### src/rtl/fetch_sequencer.sv
`default_nettype none
// ============================================================================
// Module   : fetch_sequencer
// Purpose  : Instruction-fetch sequencer: PC ownership, imem req/ack fetch,
//            valid/stall hand-off to decode and branch/jump redirect.
// Revision : 1.0 - initial release
// ============================================================================
module fetch_sequencer #(
    parameter int                ADDR_W     = 32,
    parameter int                DATA_W     = 32,
    parameter logic [ADDR_W-1:0] RESET_ADDR = '0
) (
    input  logic              clk,
    input  logic              rst_n,
    output logic              imemReq,
    output logic [ADDR_W-1:0] imemAddr,
    input  logic              imemAck,
    input  logic [DATA_W-1:0] imemData,
    input  logic              stall,
    input  logic              redirect,
    input  logic [ADDR_W-1:0] redirectAddr,
    output logic              instrValid,
    output logic [DATA_W-1:0] instr,
    output logic [ADDR_W-1:0] pcOut,
    output logic              misalign
);

    typedef enum logic [0:0] {
        S_FETCH = 1'b0,
        S_FLUSH = 1'b1
    } state_t;

    localparam logic [ADDR_W-1:0] c_PC_STEP = ADDR_W'(4);

    state_t              r_state;
    state_t              w_state_nxt;
    logic [ADDR_W-1:0]   r_pc;
    logic                r_valid;
    logic [DATA_W-1:0]   r_instr;
    logic [ADDR_W-1:0]   r_pc_out;
    logic                r_misalign;
    logic                w_req;
    logic                w_handshake;
    logic                w_consume;
    logic [ADDR_W-1:0]   w_pc_inc;
    logic [ADDR_W-1:0]   w_redirect_pc;

    // A held instruction under stall blocks new requests so it cannot be overwritten.
    assign w_req         = rst_n && (r_state == S_FETCH) && !(r_valid && stall) && !redirect;
    assign w_handshake   = w_req && imemAck;
    assign w_consume     = r_valid && !stall;
    assign w_pc_inc      = r_pc + c_PC_STEP;
    assign w_redirect_pc = {redirectAddr[ADDR_W-1:2], 2'b00};

    always_comb begin
        w_state_nxt = r_state;
        if (redirect) begin
            w_state_nxt = S_FLUSH;
        end else if (r_state == S_FLUSH) begin
            w_state_nxt = S_FETCH;
        end
    end

    always_ff @(posedge clk or negedge rst_n) begin
        if (!rst_n) begin
            r_state <= S_FETCH;
        end else begin
            r_state <= w_state_nxt;
        end
    end

    always_ff @(posedge clk or negedge rst_n) begin
        if (!rst_n) begin
            r_pc       <= RESET_ADDR;
            r_valid    <= 1'b0;
            r_instr    <= '0;
            r_pc_out   <= '0;
            r_misalign <= 1'b0;
        end else begin
            r_misalign <= 1'b0;
            if (redirect) begin
                r_pc       <= w_redirect_pc;
                r_valid    <= 1'b0;
                r_misalign <= (redirectAddr[1:0] != 2'b00);
            end else if (w_handshake) begin
                r_instr  <= imemData;
                r_pc_out <= r_pc;
                r_valid  <= 1'b1;
                r_pc     <= w_pc_inc;
            end else if (w_consume) begin
                r_valid <= 1'b0;
            end
        end
    end

    assign imemReq    = w_req;
    assign imemAddr   = r_pc;
    assign instrValid = r_valid;
    assign instr      = r_instr;
    assign pcOut      = r_pc_out;
    assign misalign   = r_misalign;

endmodule
`default_nettype wire

### config.mk
export PLATFORM = sky130hd
export DESIGN_NAME = fetch_sequencer
export DESIGN_NICKNAME = d
export VERILOG_FILES = /design/src/rtl/fetch_sequencer.sv
export SDC_FILE = /design/constraint.sdc
export NUM_CORES = 1
export LEC_CHECK = 0
export CORE_UTILIZATION = 40
export CTS_CLUSTER_SIZE = 10
export DETAILED_ROUTE_END_ITERATION = 7
export PLACE_DENSITY = 0.74
export RECOVER_POWER = 25
export SYNTH_ARGS = -nofsm -noshare
export SYNTH_HDL_FRONTEND = slang
export SYNTH_SLANG_ARGS = --single-unit
### constraint.sdc
create_clock -name clk -period 1.85 [get_ports clk]
set_input_delay 0.37 -clock clk [delete_from_list [all_inputs] [get_ports clk]]
set_output_delay 0.37 -clock clk [all_outputs]
set_load 0.05 [all_outputs]
### After elaboration in Yosys (flattened, before gate mapping)

Index checks and enable logic that the tools add are counted.

| operators by class | value |
|---|---|
| add/subtract/negate cells | 1 |
| $mul | 0 |
| div/mod/pow operators | 0 |
| magnitude comparators | 0 |
| equal/unequal tests | 0 |
| shifts and indexed selects | 0 |
| mux-type cells | 7 |
| bitwise logic cells | 2 |
| reduce and logical (&&, ||, !) cells | 13 |

Operators by type and width:

| operator | count |
|---|---|
| $mux W32 | 2 |
| $add A32 B3 Y32 const B | 1 |
| $logic_and A1 B1 Y1 | 6 |
| $mux W1 | 5 |
| $reduce_bool A2 Y1 | 2 |
| $logic_not A1 Y1 | 3 |
| $reduce_bool A3 Y1 | 1 |
| $not A1 Y1 | 2 |
| $reduce_and A2 Y1 | 1 |

| storage, ports and cells | value |
|---|---|
| flip-flop bits (word level) | 99 |
| latch bits | 0 |
| memory bits (writable) | 0 |
| ROM bits | 0 |
| input bits | 69 |
| output and inout port bits | 99 |
| word-level logic and storage cells | 29 |
| memories | 0 |

### Logic depth before layout (Yosys ltp)

Gate-level depths: netlist of the first run.

| depth | value |
|---|---|
| word-level depth | 7 |
| depth in mapped cells | 8 |
| mapped depth without buffers | 6 |

### Worst setup path after synthesis of the first run

OpenSTA, ideal clock, no wires.

| timing | value |
|---|---|
| path kind | register to register |
| start | reg r_pc[2], in the netlist imemAddr[2] |
| end | reg r_pc[28], in the netlist imemAddr[28] |
| arrival | 2069 ps |
| required time | 1780 ps |
| path slack | -289 ps |
| cell stages (with the launch flop) | 7 |
| cells stage by stage | dfrtp_1 ha_1 nand2_1 nor3_4 nand3b_2 or4b_1 nand3_1 |

| on the way | value |
|---|---|
| word-level cells in the longest chain between the ends | 3 |

Ends and longest elaborated chain:

| element | RTL line | RTL |
|---|---|---|
| start, declared | 37 | `logic [ADDR_W-1:0] r_pc;` |
| start signal, assigned | 82 | `r_pc <= w_redirect_pc;` |
| start signal, assigned | 89 | `r_pc <= w_pc_inc;` |
| $add A32 B3 Y32 | 52 | `assign w_pc_inc = r_pc + c_PC_STEP;` |
| $mux W32 | 85 | `end else if (w_handshake) begin` |
| $mux W32 | 81 | `if (redirect) begin` |

Every way passes these cells. The select of a mux whose other input is x is not followed.
A chain may end at the register's enable or synchronous reset.

### Final worst setup path of the first run

| timing | value |
|---|---|
| start | reg r_pc[3], in the netlist imemAddr[3] |
| end | reg r_pc[28], in the netlist imemAddr[28] |

The elaborated chain is that of the path after synthesis.

==> results of run 1 <==
layout make-up:
class,instances,area (um2)
fill,921,3990
sequential,95,2400
multi-input combinational,368,1840
timing repair buffer,210,1820
tap,136,170
clock buffer,10,128
clock inverter,6,53.8
inverter,3,11.3
cell usage after synthesis (all sizes together) (2+ instances only):
library cell | number | area [um2]
a211o | 2 | 17.5
a21oi | 4 | 20.0
a22oi | 3 | 22.5
a31oi | 4 | 25.0
a32oi | 3 | 26.3
a41oi | 3 | 26.3
and3 | 6 | 38.8
and4 | 2 | 17.5
buf | 16 | 106
clkbuf | 16 | 60.1
dfrtp | 95 | 2380
inv | 3 | 11.3
nand2 | 217 | 815
nand3 | 22 | 110
nand3b | 8 | 63.8
nand4 | 11 | 90.1
nor2 | 16 | 62.6
nor2b | 3 | 18.8
nor3 | 5 | 41.3
nor4 | 7 | 43.8
o211ai | 9 | 67.6
o21a | 2 | 15.0
o21ai | 21 | 105
o311ai | 6 | 52.6
power groups by stage:
stage	sequential, mW	combinational, mW	clock, mW
2_1_floorplan	3.90	0.410	0
3_3_place_gp	2.70	2.56	0
3_5_place_dp	2.72	2.60	0
4_1_cts	2.68	2.56	1.32
5_1_grt	2.73	2.68	1.41
6_report	2.68	2.55	1.30
layer usage:
metal,wire length [um],vias to the layer above,track usage (%)
li1,-,2046,-
met4,293,0,8.73
met1,5480,2086,29.8
met5,0,-,0
met2,6260,140,38.0
met3,678,21,3.99
stage by stage:
stage          cells  setup WS [ps]  utilization, %  total power, mW
6_report         828           42.6            61.7             6.53
4_1_cts          824           6.20            61.3             6.57
2_1_floorplan    498          -17.2               -             4.31
3_3_place_gp     807          -97.2            59.6             5.27
5_1_grt          828          -24.3            61.7             6.82
3_5_place_dp     807           -151            59.6             5.32
cells by family after synthesis:
| logic type | synth area share, % |
|---|---|
| AOI/OAI and AO/OA | 9.72 |
| xor gates and xnor gates | 0.202 |
| adders and majority gates | 0.289 |
| buffers and inverters | 4.11 |
| DFF | 54.9 |
| other | 0.0867 |
| and+or+nand+nor | 30.7 |
flip-flops by register name, indices dropped and copies added (netlist names):
name and count:
pcOut 30, imemAddr 30, instrValid 1, instr 32, misalign 1, r_state 1
layout by cell type (no fill, tap or decap), types with 5 or more instances in the layout:
cell type	n
nand2_1	216
buf_4	120
dfrtp_1	74
clkdlybuf4s50_1	66
nand3_1	22
o21ai_0	21
dfrtp_2	21
nor2_1	15
dlygate4sd2_1	15
nand4_1	9
o211ai_1	9
clkbuf_8	9
nand3b_1	7
and3_1	5
o311ai_0	5
buf_12	5
critical path, delay by kind of cell, from the launching register on:
family	cells	cell delay [ps]
adder cells (fa/ha/maj)	1	170
flip-flops	1	430
AND/OR/NAND/NOR	5	1150
repair_timing:
item / in CTS / in global routing
pin swaps: 0 / 3
setup endpoints to repair: 15 / 7
hold endpoints to repair: 7 / 0
hold buffers: 1 / 0
setup buffers: 0 / 4
gates resized for setup: 15 / 6
worst max-delay path by stage:
stage | start | to | slack, ps
2_1_floorplan | imemAddr[9] | imemAddr[28] | -20
3_3_place_gp | stall | imemAddr[8] | -100
3_5_place_dp | stall | imemAddr[7] | -150
4_1_cts | imemAddr[3] | imemAddr[28] | 6
5_1_grt | imemAddr[3] | imemAddr[28] | -20
6_report | imemAddr[3] | imemAddr[28] | 40
==> results.md, run 1 <==
- Final Hold Fails: 0
- Largest net degree at the start of global routing: 89
- CTS H-tree depth: 3
- DR iter-0 viols: 216
- Internal power: 3.71 mW
- DRT Wirelength: 12700 um
- Clock power share: 19.9%
- CP peak stage delay: 480 ps
- Synth unique cells: 46
- Ports: 168
- CORE AREA: 10400 um2
- Mean Syn Cell Area: 8.74 um2
- Setup crit start kind: flop
- Cells on worst reg2reg path: 6
- Initial antenna violation count: 0
- Vias in the first global route: 4128
- Via count: 4293
- Clock sink total: 95
- Sw frac: 43.1%
- R2r startpoint: imemAddr[3]
- Initial Util: 41.5%
- Die Y: 106 um
- Cell area after synthesis: 4330 um2
- Worst-path clk slew: 100 ps
- Status: finished, final reports clean
- Die Footprint: 11200 um2
- # DRC: 0
- Grt total ovfl: 0
- First-pass GRT wire length: 20300 um
- Critical Path End Type: flop
- Data arrival, critical path: 2100 ps
- Crit Path Category: reg2reg
- Number of enable flip-flop cells after synthesis: 0
- CTS buffer count: 9
- Seq pwr share: 41.1%
- CTS root buf: clkbuf_8
- Dpl hpwl: 9330 um
- Critical path fanouts, max: 5
- Worst path required time: 2140 ps
- Worst vdd ir: 0.558 mV
- Instance area at placement: 6210 um2
- Share of layout cells above drive strength 1: 25.9%
- Reg2Reg Capture Point: imemAddr[28]
- # setup viols final: 0
- Slew at the pin with the worst max-slew slack: 1210 ps
- WHS Endpoint: r_state
- CP max stage cell: or4b_1
- Final Cycle Share: 97.7%
- Post-route design area: 6430 um2
- Worst skew pair latency: 360 ps
- Setup TNS: 0 ps
- Syn-to-layout area delta: 48.6%
- CTS Buffer Depth: 2
- Synth Instances: 495
- R2R setup slack: 40 ps
- Synthesis warning total: 0
- Crit path cell chain: ha_4 > nand2_2 > nor3_4 > nand3b_2 > or4b_1 > nand3_1
- Pwr Density: 1020 nW/um2
- CTS tree: done
- RSZ-0062 raised after global routing: true
- Hold Slack: 472 ps
- Hold Path Cell Cnt: 2
- Switching power: 2.81 mW
- # rows: 37
- Fmax: 0.553 GHz
- Diode count: 0
- RePlAce Congestion: 0.792
- Port buffer count: 163
- DRT Pass-1 Iters: 5
- Worst Skew: 13.7 ps
- HP Class: in2reg
- Tmin final: 1810 ps
- GRT Total Usage: 22.9%
- Max Cap Viol: 0
- Async S/R FF share, synth: 100%
- Slew Limit Fails: 0
- Avg WL per Cell: 15.4 um
- Vias/cell: 5.18
- Relative slew margins: 19.2%
- Combinational share of power: 39.0%
- Synth Register Bits: 95
- Detail Route Antenna Nets: 0
- Hold Startpoint: redirect
- Leakage: 3.15 nW
- Most used DFF post-synth: dfrtp_1
- Sequential area share after synthesis: 54.9%
- Die width: 106 um
- Layout Nets: 757
No activity file was read; power rests on OpenSTA's default activity.
==> run 2, diff against run 1 <==
--- a/config.mk
+++ b/config.mk
@@ -5,10 +5,10 @@
 export SDC_FILE = /design/constraint.sdc
 export NUM_CORES = 1
 export LEC_CHECK = 0
-export CORE_UTILIZATION = 40
+export CORE_UTILIZATION = 47
 export CTS_CLUSTER_SIZE = 10
 export DETAILED_ROUTE_END_ITERATION = 7
-export PLACE_DENSITY = 0.74
+export PLACE_DENSITY = 0.82
 export RECOVER_POWER = 25
 export SYNTH_ARGS = -nofsm -noshare
 export SYNTH_HDL_FRONTEND = slang
==> constraint.sdc (replaced) <==
create_clock -name clk -period 2.2 [get_ports clk]
set_input_delay 0.44 -clock clk [delete_from_list [all_inputs] [get_ports clk]]
set_output_delay 0.44 -clock clk [all_outputs]
set_load 0.05 [all_outputs]
==> results.md, run 2 (same netlist as run 1, synthesis figures left out) <==
- Multi-input gate area: 1780 um2
- Slew at the pin with the worst max-slew slack: 893 ps
- CTS root buf: clkbuf_8
- GR Layer Usage met2: 42.3%
- Grt met3 use: 5.08%
- Status: complete, but fails checks
- CORE AREA: 8810 um2
- Seq pwr share: 41.1%
- Crit Path Category: reg2out
- # rows: 34
- Violated checks: DRC
- Final Hold Fails: 0
- Worst-path clk slew: 90 ps
- Worst skew pair latency: 360 ps
- Critical Path End Type: output pin
- RSZ-0062 raised after global routing: false
- Post-route design area: 6310 um2
- CP max stage cell: clkdlybuf4s50_1
- Clock power share: 19.4%
- Avg WL per Cell: 15.4 um
- Met1 Usage GRT: 33.1%
- Sw frac: 41.8%
- Top delay family on crit path: buffers and inverters
- Die width: 97.9 um
- Die Footprint: 9590 um2
- Gr busiest metal: met2
- Worst Skew: 9.19 ps
- GRT Total Usage: 25.3%
- DRT Pass-1 Iters: 7
- Diode count: 0
- Setup slack after layout: 31.4 ps
- Setup TNS: 0 ps
- Seq. cell area: 2380 um2
- Ports: 168
- # setup viols final: 0
- Die Y: 97.9 um
- Via count: 4112
- Syn-to-layout area delta: 45.9%
- Initial Util: 49.1%
- Switching power: 2.31 mW
- CTS Buffer Depth: 2
- Instance area at placement: 6130 um2
- Filler cells: 672
- Tmin final: 2170 ps
- Fmax: 0.461 GHz
- Post-CTS Setup Inserts: 0
- First-pass GRT wire length: 19400 um
- Layout Nets: 730
- Grt total ovfl: 0
- HP Class: in2async
- RePlAce Congestion: 0.835
- Hold Slack: 420 ps
- CTS buffer count: 9
- Internal power: 3.21 mW
- DRT Wirelength: 11900 um
- DR iter-0 viols: 298
- Worst path required time: 1760 ps
- Initial antenna violation count: 0
- Slew Limit Fails: 0
- Vias/cell: 5.32
- CTS H-tree depth: 3
- Setup crit start kind: flop
- Largest net degree at the start of global routing: 71
- Leakage: 2.97 nW
- Dpl ws: -33.3 ps
- Clock sink total: 95
- Commonest non-fill, non-tap cells in the layout: nand2_1 (217), clkdlybuf4s50_1 (149), dfrtp_1 (95)
- Max Cap Viol: 0
- CP peak stage delay: 870 ps
- Data arrival, critical path: 1730 ps
- Port buffer count: 163
- Buf+Inv Stages, Crit Path: 1
- Max reg flops: 32
- Vias in the first global route: 3982
- Crit path cell chain: clkdlybuf4s50_1
- Pwr Density: 874 nW/um2
- Dpl hpwl: 8560 um
- Detail Route Antenna Nets: 0
- CTS tree: done
- R2R setup slack: 190 ps
- # DRC: 9
- Crit path depth: 1
- Most common cell after layout, fill and taps aside: nand2_1
- Worst vdd ir: 0.441 mV
- Critical path fanouts, max: 8
- Combinational share of power: 39.6%
- Cells on worst reg2reg path: 5
- Relative slew margins: 40.5%
- Final Cycle Share: 98.6%
- Share of layout cells above drive strength 1: 5.86%
[run 2: per-layer routing]
metal	up-vias	part of all wire [%]
li1	1983	-
met1	1973	43
met2	137	50
met3	19	5.7
met4	0	1.2
met5	-	0
[run 2: worst paths after layout]
| check | from | endpoint |
|---|---|---|
| max | imemAddr[18] | imemAddr[18] |
| min | rst_n | instrValid |
| max reg2reg | imemAddr[13] | imemAddr[29] |
| min reg2reg | pcOut[12] | pcOut[12] |
| max in group asynchronous | rst_n | imemAddr[18] |
| min in group clk | pcOut[12] | pcOut[12] |
[run 2: power by group through the flow]
stage          sequential, mW  clock, mW  combinational, mW
2_1_floorplan            3.27          0              0.342
3_3_place_gp             2.28          0               2.17
3_5_place_dp             2.29          0               2.20
4_1_cts                  2.26       1.08               2.20
5_1_grt                  2.31       1.15               2.29
6_report                 2.26       1.07               2.18
[run 2: repair_timing]
item	CTS	global route
hold buffers	1	0
endpoints found under the setup margin	4	8
hold endpoints to repair	1	0
resized for setup	4	8
[run 2: area by class of cell]
| class | count | share of cell area (%) |
|---|---|---|
| inverters | 3 | 0.178 |
| clock buffers | 12 | 2.30 |
| multi-input cells | 368 | 28.3 |
| flip-flops and latches | 95 | 37.7 |
| clock inverters | 4 | 0.496 |
| well taps | 108 | 2.14 |
| repair buffers | 183 | 29.0 |
[run 2: per-stage QoR]
| stage | utilization [%] | total power, mW | std cells |
|---|---|---|---|
| 2_1_floorplan | - | 3.61 | 498 |
| 3_5_place_dp | 69.6 | 4.49 | 756 |
| 4_1_cts | 71.6 | 5.54 | 773 |
| 6_report | 71.7 | 5.51 | 773 |
| 5_1_grt | 71.7 | 5.75 | 773 |
| 3_3_place_gp | 69.6 | 4.45 | 756 |
